**config.mk**
```make
export PLATFORM = sky130hd
export DESIGN_NAME = rvb_crc_issue
export DESIGN_NICKNAME = d
export VERILOG_FILES = /design/src/rtl/rvb_crc_issue.sv
export SDC_FILE = /design/constraint.sdc
export NUM_CORES = 1
export LEC_CHECK = 0
export ABC_AREA = 1
export CAP_MARGIN = 20
export CORE_MARGIN = 3
export CORE_UTILIZATION = 40
export CTS_BUF_LIST = sky130_fd_sc_hd__clkbuf_4
export DETAILED_ROUTE_END_ITERATION = 8
export HOLD_SLACK_MARGIN = 0.02
export PLACE_DENSITY_LB_ADDON = 0.2
export SYNTH_ARGS = -nofsm -noshare
export SYNTH_HDL_FRONTEND = slang
export SYNTH_SLANG_ARGS = --single-unit
```
**constraint.sdc**
```tcl
create_clock -name clock -period 4.08 [get_ports clock]
set_clock_uncertainty 0.2 [all_clocks]
set_input_delay 0.408 -clock clock [delete_from_list [all_inputs] [get_ports clock]]
set_output_delay 0.408 -clock clock [all_outputs]
set_load 0.02 [all_outputs]
```
**src/rtl/rvb_crc_issue.sv**
```systemverilog
// Decode-and-issue stage for rvb_crc: filters the CRC32/CRC32C opcode group and
// queues legal operations in a 2-entry in-order FIFO; rejected words are reported and counted.
module rvb_crc_issue #(
  parameter int unsigned XLEN = 32
) (
  input  logic            clock,
  input  logic            resetn,
  input  logic            din_valid,
  output logic            din_ready,
  input  logic [31:0]     din_insn,
  input  logic [XLEN-1:0] din_rs1,
  output logic            crc_valid,
  input  logic            crc_ready,
  output logic [XLEN-1:0] crc_rs1,
  output logic            crc_insn20,
  output logic            crc_insn21,
  output logic            crc_insn23,
  output logic            ill_valid,
  output logic [31:0]     ill_insn,
  output logic [15:0]     ill_count
);

  typedef enum logic [1:0] {
    EMPTY,
    ONE,
    FULL
  } state_e;

  typedef struct packed {
    logic [XLEN-1:0] rs1;
    logic            i20;
    logic            i21;
    logic            i23;
  } entry_t;

  state_e      state_q, state_d;
  entry_t      head_q, head_d;
  entry_t      tail_q, tail_d;
  entry_t      new_entry;
  logic        ill_valid_q, ill_valid_d;
  logic [31:0] ill_insn_q, ill_insn_d;
  logic [15:0] ill_count_q, ill_count_d;

  logic push, pop, is_crc, size_ok, legal_push, ill_push;

  // din_ready depends only on registered occupancy; held low while reset is asserted.
  assign din_ready = resetn && (state_q != FULL);
  assign crc_valid = (state_q != EMPTY);

  assign push = din_valid && din_ready;
  assign pop  = crc_valid && crc_ready;

  assign size_ok = (din_insn[21:20] != 2'b11) || (XLEN == 64);
  assign is_crc  = (din_insn[31:25] == 7'b0110000) && din_insn[24] && !din_insn[22] &&
                   (din_insn[14:12] == 3'b001) && (din_insn[6:0] == 7'b0010011) && size_ok;

  assign legal_push = push && is_crc;
  assign ill_push   = push && !is_crc;

  always_comb begin
    new_entry     = '0;
    new_entry.rs1 = din_rs1;
    new_entry.i20 = din_insn[20];
    new_entry.i21 = din_insn[21];
    new_entry.i23 = din_insn[23];
  end

  always_comb begin
    state_d = state_q;
    head_d  = head_q;
    tail_d  = tail_q;
    unique case (state_q)
      EMPTY: begin
        if (legal_push) begin
          head_d  = new_entry;
          state_d = ONE;
        end
      end
      ONE: begin
        // With a concurrent pop the new word lands directly in the head slot.
        if (legal_push && pop) begin
          head_d = new_entry;
        end else if (legal_push) begin
          tail_d  = new_entry;
          state_d = FULL;
        end else if (pop) begin
          state_d = EMPTY;
        end
      end
      FULL: begin
        if (pop) begin
          head_d  = tail_q;
          state_d = ONE;
        end
      end
      default: state_d = EMPTY;
    endcase
  end

  always_comb begin
    ill_valid_d = ill_push;
    ill_insn_d  = ill_insn_q;
    ill_count_d = ill_count_q;
    if (ill_push) begin
      ill_insn_d  = din_insn;
      ill_count_d = ill_count_q + 16'd1;
    end
  end

  always_ff @(posedge clock or negedge resetn) begin
    if (!resetn) begin
      state_q     <= EMPTY;
      head_q      <= '0;
      tail_q      <= '0;
      ill_valid_q <= 1'b0;
      ill_insn_q  <= '0;
      ill_count_q <= '0;
    end else begin
      state_q     <= state_d;
      head_q      <= head_d;
      tail_q      <= tail_d;
      ill_valid_q <= ill_valid_d;
      ill_insn_q  <= ill_insn_d;
      ill_count_q <= ill_count_d;
    end
  end

  assign crc_rs1    = head_q.rs1;
  assign crc_insn20 = head_q.i20;
  assign crc_insn21 = head_q.i21;
  assign crc_insn23 = head_q.i23;
  assign ill_valid  = ill_valid_q;
  assign ill_insn   = ill_insn_q;
  assign ill_count  = ill_count_q;

endmodule

```
== Word-level counts from Yosys, hierarchy flattened ==
Index checks and enable logic that the tools add are counted.
Widths: inputs -> output; s select.

* Input bits: 68
* Register bits: 121

* Eq/ne operators: 12
* Reduce and logical (&&, ||, !) cells: 19
* Bitwise gates (word level): 1
* Add/subtract/negate cells: 1
* Multiplexer cells: 10

{| class="wikitable"
|+ Operators with widths
! cell !! number
|-
| $mux 35 || 3
|-
| $pmux 35 s3 || 1
|-
| $add 16x1->16 const B || 1
|-
| $ne 2x2->1 const B || 6
|-
| $logic_and 1x1->1 || 11
|-
| $mux 2 || 5
|-
| $reduce_and 4->1 || 2
|-
| $eq 7x5->1 const B || 1
|-
| $eq 7x6->1 const B || 1
|-
| $pmux 2 s3 || 1
|-
| $eq 3x1->1 const B || 1
|-
| $ne 3x3->1 const B || 1
|-
| $reduce_and 3->1 || 1
|-
| $reduce_bool 3->1 || 1
|-
| $eq 2x1->1 const B || 1
|-
| $eq 2x2->1 const B || 1
|-
| $logic_not 1->1 || 2
|-
| $logic_not 2->1 || 1
|-
| $reduce_bool 2->1 || 1
|-
| $not 1->1 || 1
|}

== Depth between registers and ports, before layout ==
* Word-level depth: 10
* Depth in mapped cells: 11
* Mapped depth without buffers: 10

== Worst setup path before layout ==
No wires, ideal clock.

* Path kind: flip-flop to flip-flop
* From: register ill_count_q[0], in the netlist ill_count[0]
* To: register ill_count_q[14], in the netlist ill_count[14]
* Cell stages (with the launch flop): 9
* Arrival: 1.494 ns
* Required time: 3.758 ns
* Setup slack: 2.264 ns
* Buffers on the path: 0
* Cell sequence: dfrtp_1 -> ha_1 -> nand3_1 -> nor3_1 -> nand3_1 -> nand2_1 -> nand2_1 -> nand2_1 -> o21ai_1

* Longest elaborated chain between the ends: 1

{| class="wikitable"
|+ RTL lines
! element !! RTL line !! RTL
|-
| from (decl) || 42 || <nowiki>logic [15:0] ill_count_q, ill_count_d;</nowiki>
|-
| from (signal assigned) || 124 || <nowiki>ill_count_q <= ill_count_d;</nowiki>
|-
| $add 16x1->16 || 106 || <nowiki>ill_count_d = ill_count_q + 16'd1;</nowiki>
|}

Every way passes these cells.
A chain may end at the register's enable or synchronous reset.

== Worst setup path in the final report ==
* From: register state_q[1]
* To: output din_ready

* Longest elaborated chain between the ends: 2

{| class="wikitable"
|+ RTL lines
! element !! RTL line !! RTL
|-
| from (decl) || 36 || <nowiki>state_e state_q, state_d;</nowiki>
|-
| from (signal assigned) || 119 || <nowiki>state_q <= state_d;</nowiki>
|-
| $ne 2x2->1 || 47 || <nowiki>assign din_ready = resetn && (state_q != FULL);</nowiki>
|-
| $logic_and 1x1->1 || 47 ||
|-
| to (decl) || 9 || <nowiki>output logic din_ready,</nowiki>
|}

Every way passes these cells.

==> results.py <==
metrics = {
    "sta": {
        "worstMarginPinSlew_ns": 0.845,
        "setup_viol": 0,
        "timing.setup.tns_ns": 0,
        "max_slew_margin": 0.435,
        "hold_viol": 0,
        "fin_crit_sh": 0.748,
        "fmax_mhz": 328,
        "rsz0062_at_grt": "false",
        "fin_crit_ns": 3.05,
        "drv_slew": 0,
    },
    "critical_path": {
        "path_max_fanout": 72,
        "regToRegEndpoint": "tail_q[32]",
        "worstSetupPathType": "reg2out",
        "timing.rr.start": "state_q[1]",
        "end_kind": "output pin",
        "max_stage_delay_ns": 0.65,
        "reg2reg_slack_ns": 1.40,
        "slowest_stage": "clkdlybuf4s50_1",
        "worstPathCellList": "nand2_4, nand2_2, inv_1, clkdlybuf4s50_1",
        "reg2reg_depth": 8,
        "startpoint_type": "flop",
        "cp.arrival_ns": 2.44,
        "crit_required_ns": 3.47,
    },
    "grt": {
        "grt_pass1_vias": 4881,
        "grt_max_degree": 73,
        "grt_overflow": 0,
        "grt_pass1_wl_mm": 24.8,
        "grt_antenna_before_repair": 0,
        "track_usage": 0.191,
    },
    "power_and_ir_drop": {
        "ir_drop_mv": 0.192,
        "p_leak_uw": 0.00391,
        "p_per_area_nw_per_um2": 364,
    },
    "die": {
        "die_h_um": 127,
        "design.core.area_um2": 14100,
        "die_x_um": 127,
        "pin_count": 154,
        "dieArea_um2": 16200,
        "initial_core_util": 0.415,
        "num_rows": 43,
    },
    "clock_network": {
        "cts-root-buf": "clkbuf_4",
        "postCtsSetupBuffers": 0,
        "insertion_delay_ns": 0.53,
        "clock-sinks": 121,
        "path_clk_slew_ns": 0.10,
        "htree_levels": 4,
        "cts.repair.resized": 0,
        "ctsLongestPathBuffers": 2,
        "cts_hold_buf": 1,
        "cts_tree": "yes",
        "numCtsBuffers": 17,
    },
    "min_path": {
        "min_delay_path_depth": 3,
        "hold_end": "ill_insn[15]",
        "hp-start": "din_insn[15]",
        "worstHoldPathType": "in2reg",
    },
    "yosys": {
        "synth_area_um2": 5880,
        "ys.flop_type": "dfrtp_1",
        "synth_edf_count": 0,
        "synth_top_area_share": 0.515,
        "syn_inst": 762,
        "synth_sequential_area_ratio": 0.515,
        "yosys-top-cells-count": "303 x nand2_1, 121 x dfrtp_1, 106 x inv_1",
        "yosysMostFrequentCell": "nand2_1",
        "synth.distinct_cells": 25,
        "synth_area_leader_cell": "dfrtp_1",
        "ys_top_cells_by_area": "dfrtp_1 52%, nand2_1 19%, inv_1 6.8%",
        "syn_nets": 831,
        "syn_area_per_cell_um2": 7.71,
        "ys_ff_latch": 121,
        "synth-warning-count": 0,
        "synth_async_sr_flop_share": 1.00,
    },
    "outcome": {
        "outcome": "finished, final reports clean",
    },
    "place": {
        "io_buffers": 153,
        "place_congestion": 0.813,
        "hpwl_mm": 10.2,
        "place_area_um2": 7500,
    },
    "detailed_routing": {
        "first_iter_violations": 308,
        "ant_nets": 0,
        "drt-pass1-iter-count": 5,
        "drc_errors": 0,
        "via_per_inst": 4.70,
        "routed_wl_mm": 15.0,
        "vias": 5155,
        "wl_per_cell_um": 13.6,
    },
    "run": {
        "max_cap_violations": 0,
    },
    "finish": {
        "postLayoutCoreUtil": 0.545,
        "nFillCells": 1334,
        "diodes": 0,
        "fin_nets": 975,
        "design_area_um2": 7710,
        "drive_gt1_frac": 0.0502,
        "area_growth_pct": 31.2,
    },
}
power breakdown:
part | total, uW | leakage [uW] | switching [uW] | internal, uW
combinational | 723 | 0.00243 | 378 | 345
clock | 670 | 0.000122 | 416 | 254
sequential | 1420 | 0.00137 | 96.6 | 1320
worst max-delay path: cells and delay by family (launching register included):
kind          cells  cell delay (ns)
buf+inv           2             0.75
simple gates      2             0.67
flops             1             0.49
worst max path at each step:
stage | from | endpoint | cells after the start
4_1_cts | state_q[1] | din_ready | 4
5_1_grt | state_q[1] | din_ready | 4
2_1_floorplan | ill_count[0] | ill_count[14] | 8
6_report | state_q[1] | din_ready | 4
3_5_place_dp | din_insn[24] | tail_q[2] | 10
3_3_place_gp | din_insn[25] | tail_q[3] | 9
layer usage:
layer	routed length (um)	vias to the layer above	global-route usage
li1	-	2629	-
met5	0	-	0
met4	270	0	0.0694
met3	772	26	0.0456
met2	6700	146	0.290
met1	7210	2354	0.267
flip-flops by register name, summed over array words and instances (netlist names):
signal      count
ill_insn       32
ill_count      16
crc_insn20      1
state_q         2
crc_insn23      1
tail_q         35
ill_valid       1
crc_rs1        32
crc_insn21      1
layout make-up:
cell class	count	area [um^2]	share of cell area
tap	180	225	0.0292
clock buffer	22	165	0.0214
inverter	108	405	0.0526
multi-input combinational	497	2260	0.294
clock inverter	7	31.3	0.00406
sequential	121	3030	0.393
timing repair buffer	161	1590	0.206
placed cells by master, fill, tap and decap left out, types with 2 or more instances in the layout:
cell,Yosys,layout
buf_4,2,8
clkbuf_4,0,22
clkdlybuf4s50_1,0,152
clkinv_1,0,3
clkinv_2,0,4
dfrtp_1,121,121
inv_1,106,106
inv_2,2,2
nand2_1,303,303
nand2_2,2,2
nand2_4,2,2
nand3_1,52,52
nand3b_1,33,33
nand4_1,6,6
nor2_1,18,18
nor2_4,2,2
nor3_1,8,8
o21ai_0,55,55
o21ai_1,5,5
xor2_1,5,5
cell families (layout without fill, tap and decap cells):
kind of cell | count (synthesis) | after routing | synth area share
compound gates | 61 | 61 | 0.0526
xor+xnor | 6 | 6 | 0.00894
fa+ha+maj | 1 | 1 | 0.00213
buf+inv | 144 | 298 | 0.101
flops | 121 | 121 | 0.515
simple gates | 429 | 429 | 0.320
through the flow:
step	instances	setup slack (ns)	power (uW)	hold WS [ns]
5_1_grt	1096	0.814	2970	0.186
3_5_place_dp	1066	1.36	2170	0.257
2_1_floorplan	762	2.26	1760	-0.0876
4_1_cts	1096	0.931	2850	0.174
3_3_place_gp	1066	1.38	2160	0.255
6_report	1096	1.03	2810	0.215
No activity file was read; power rests on OpenSTA's default activity.
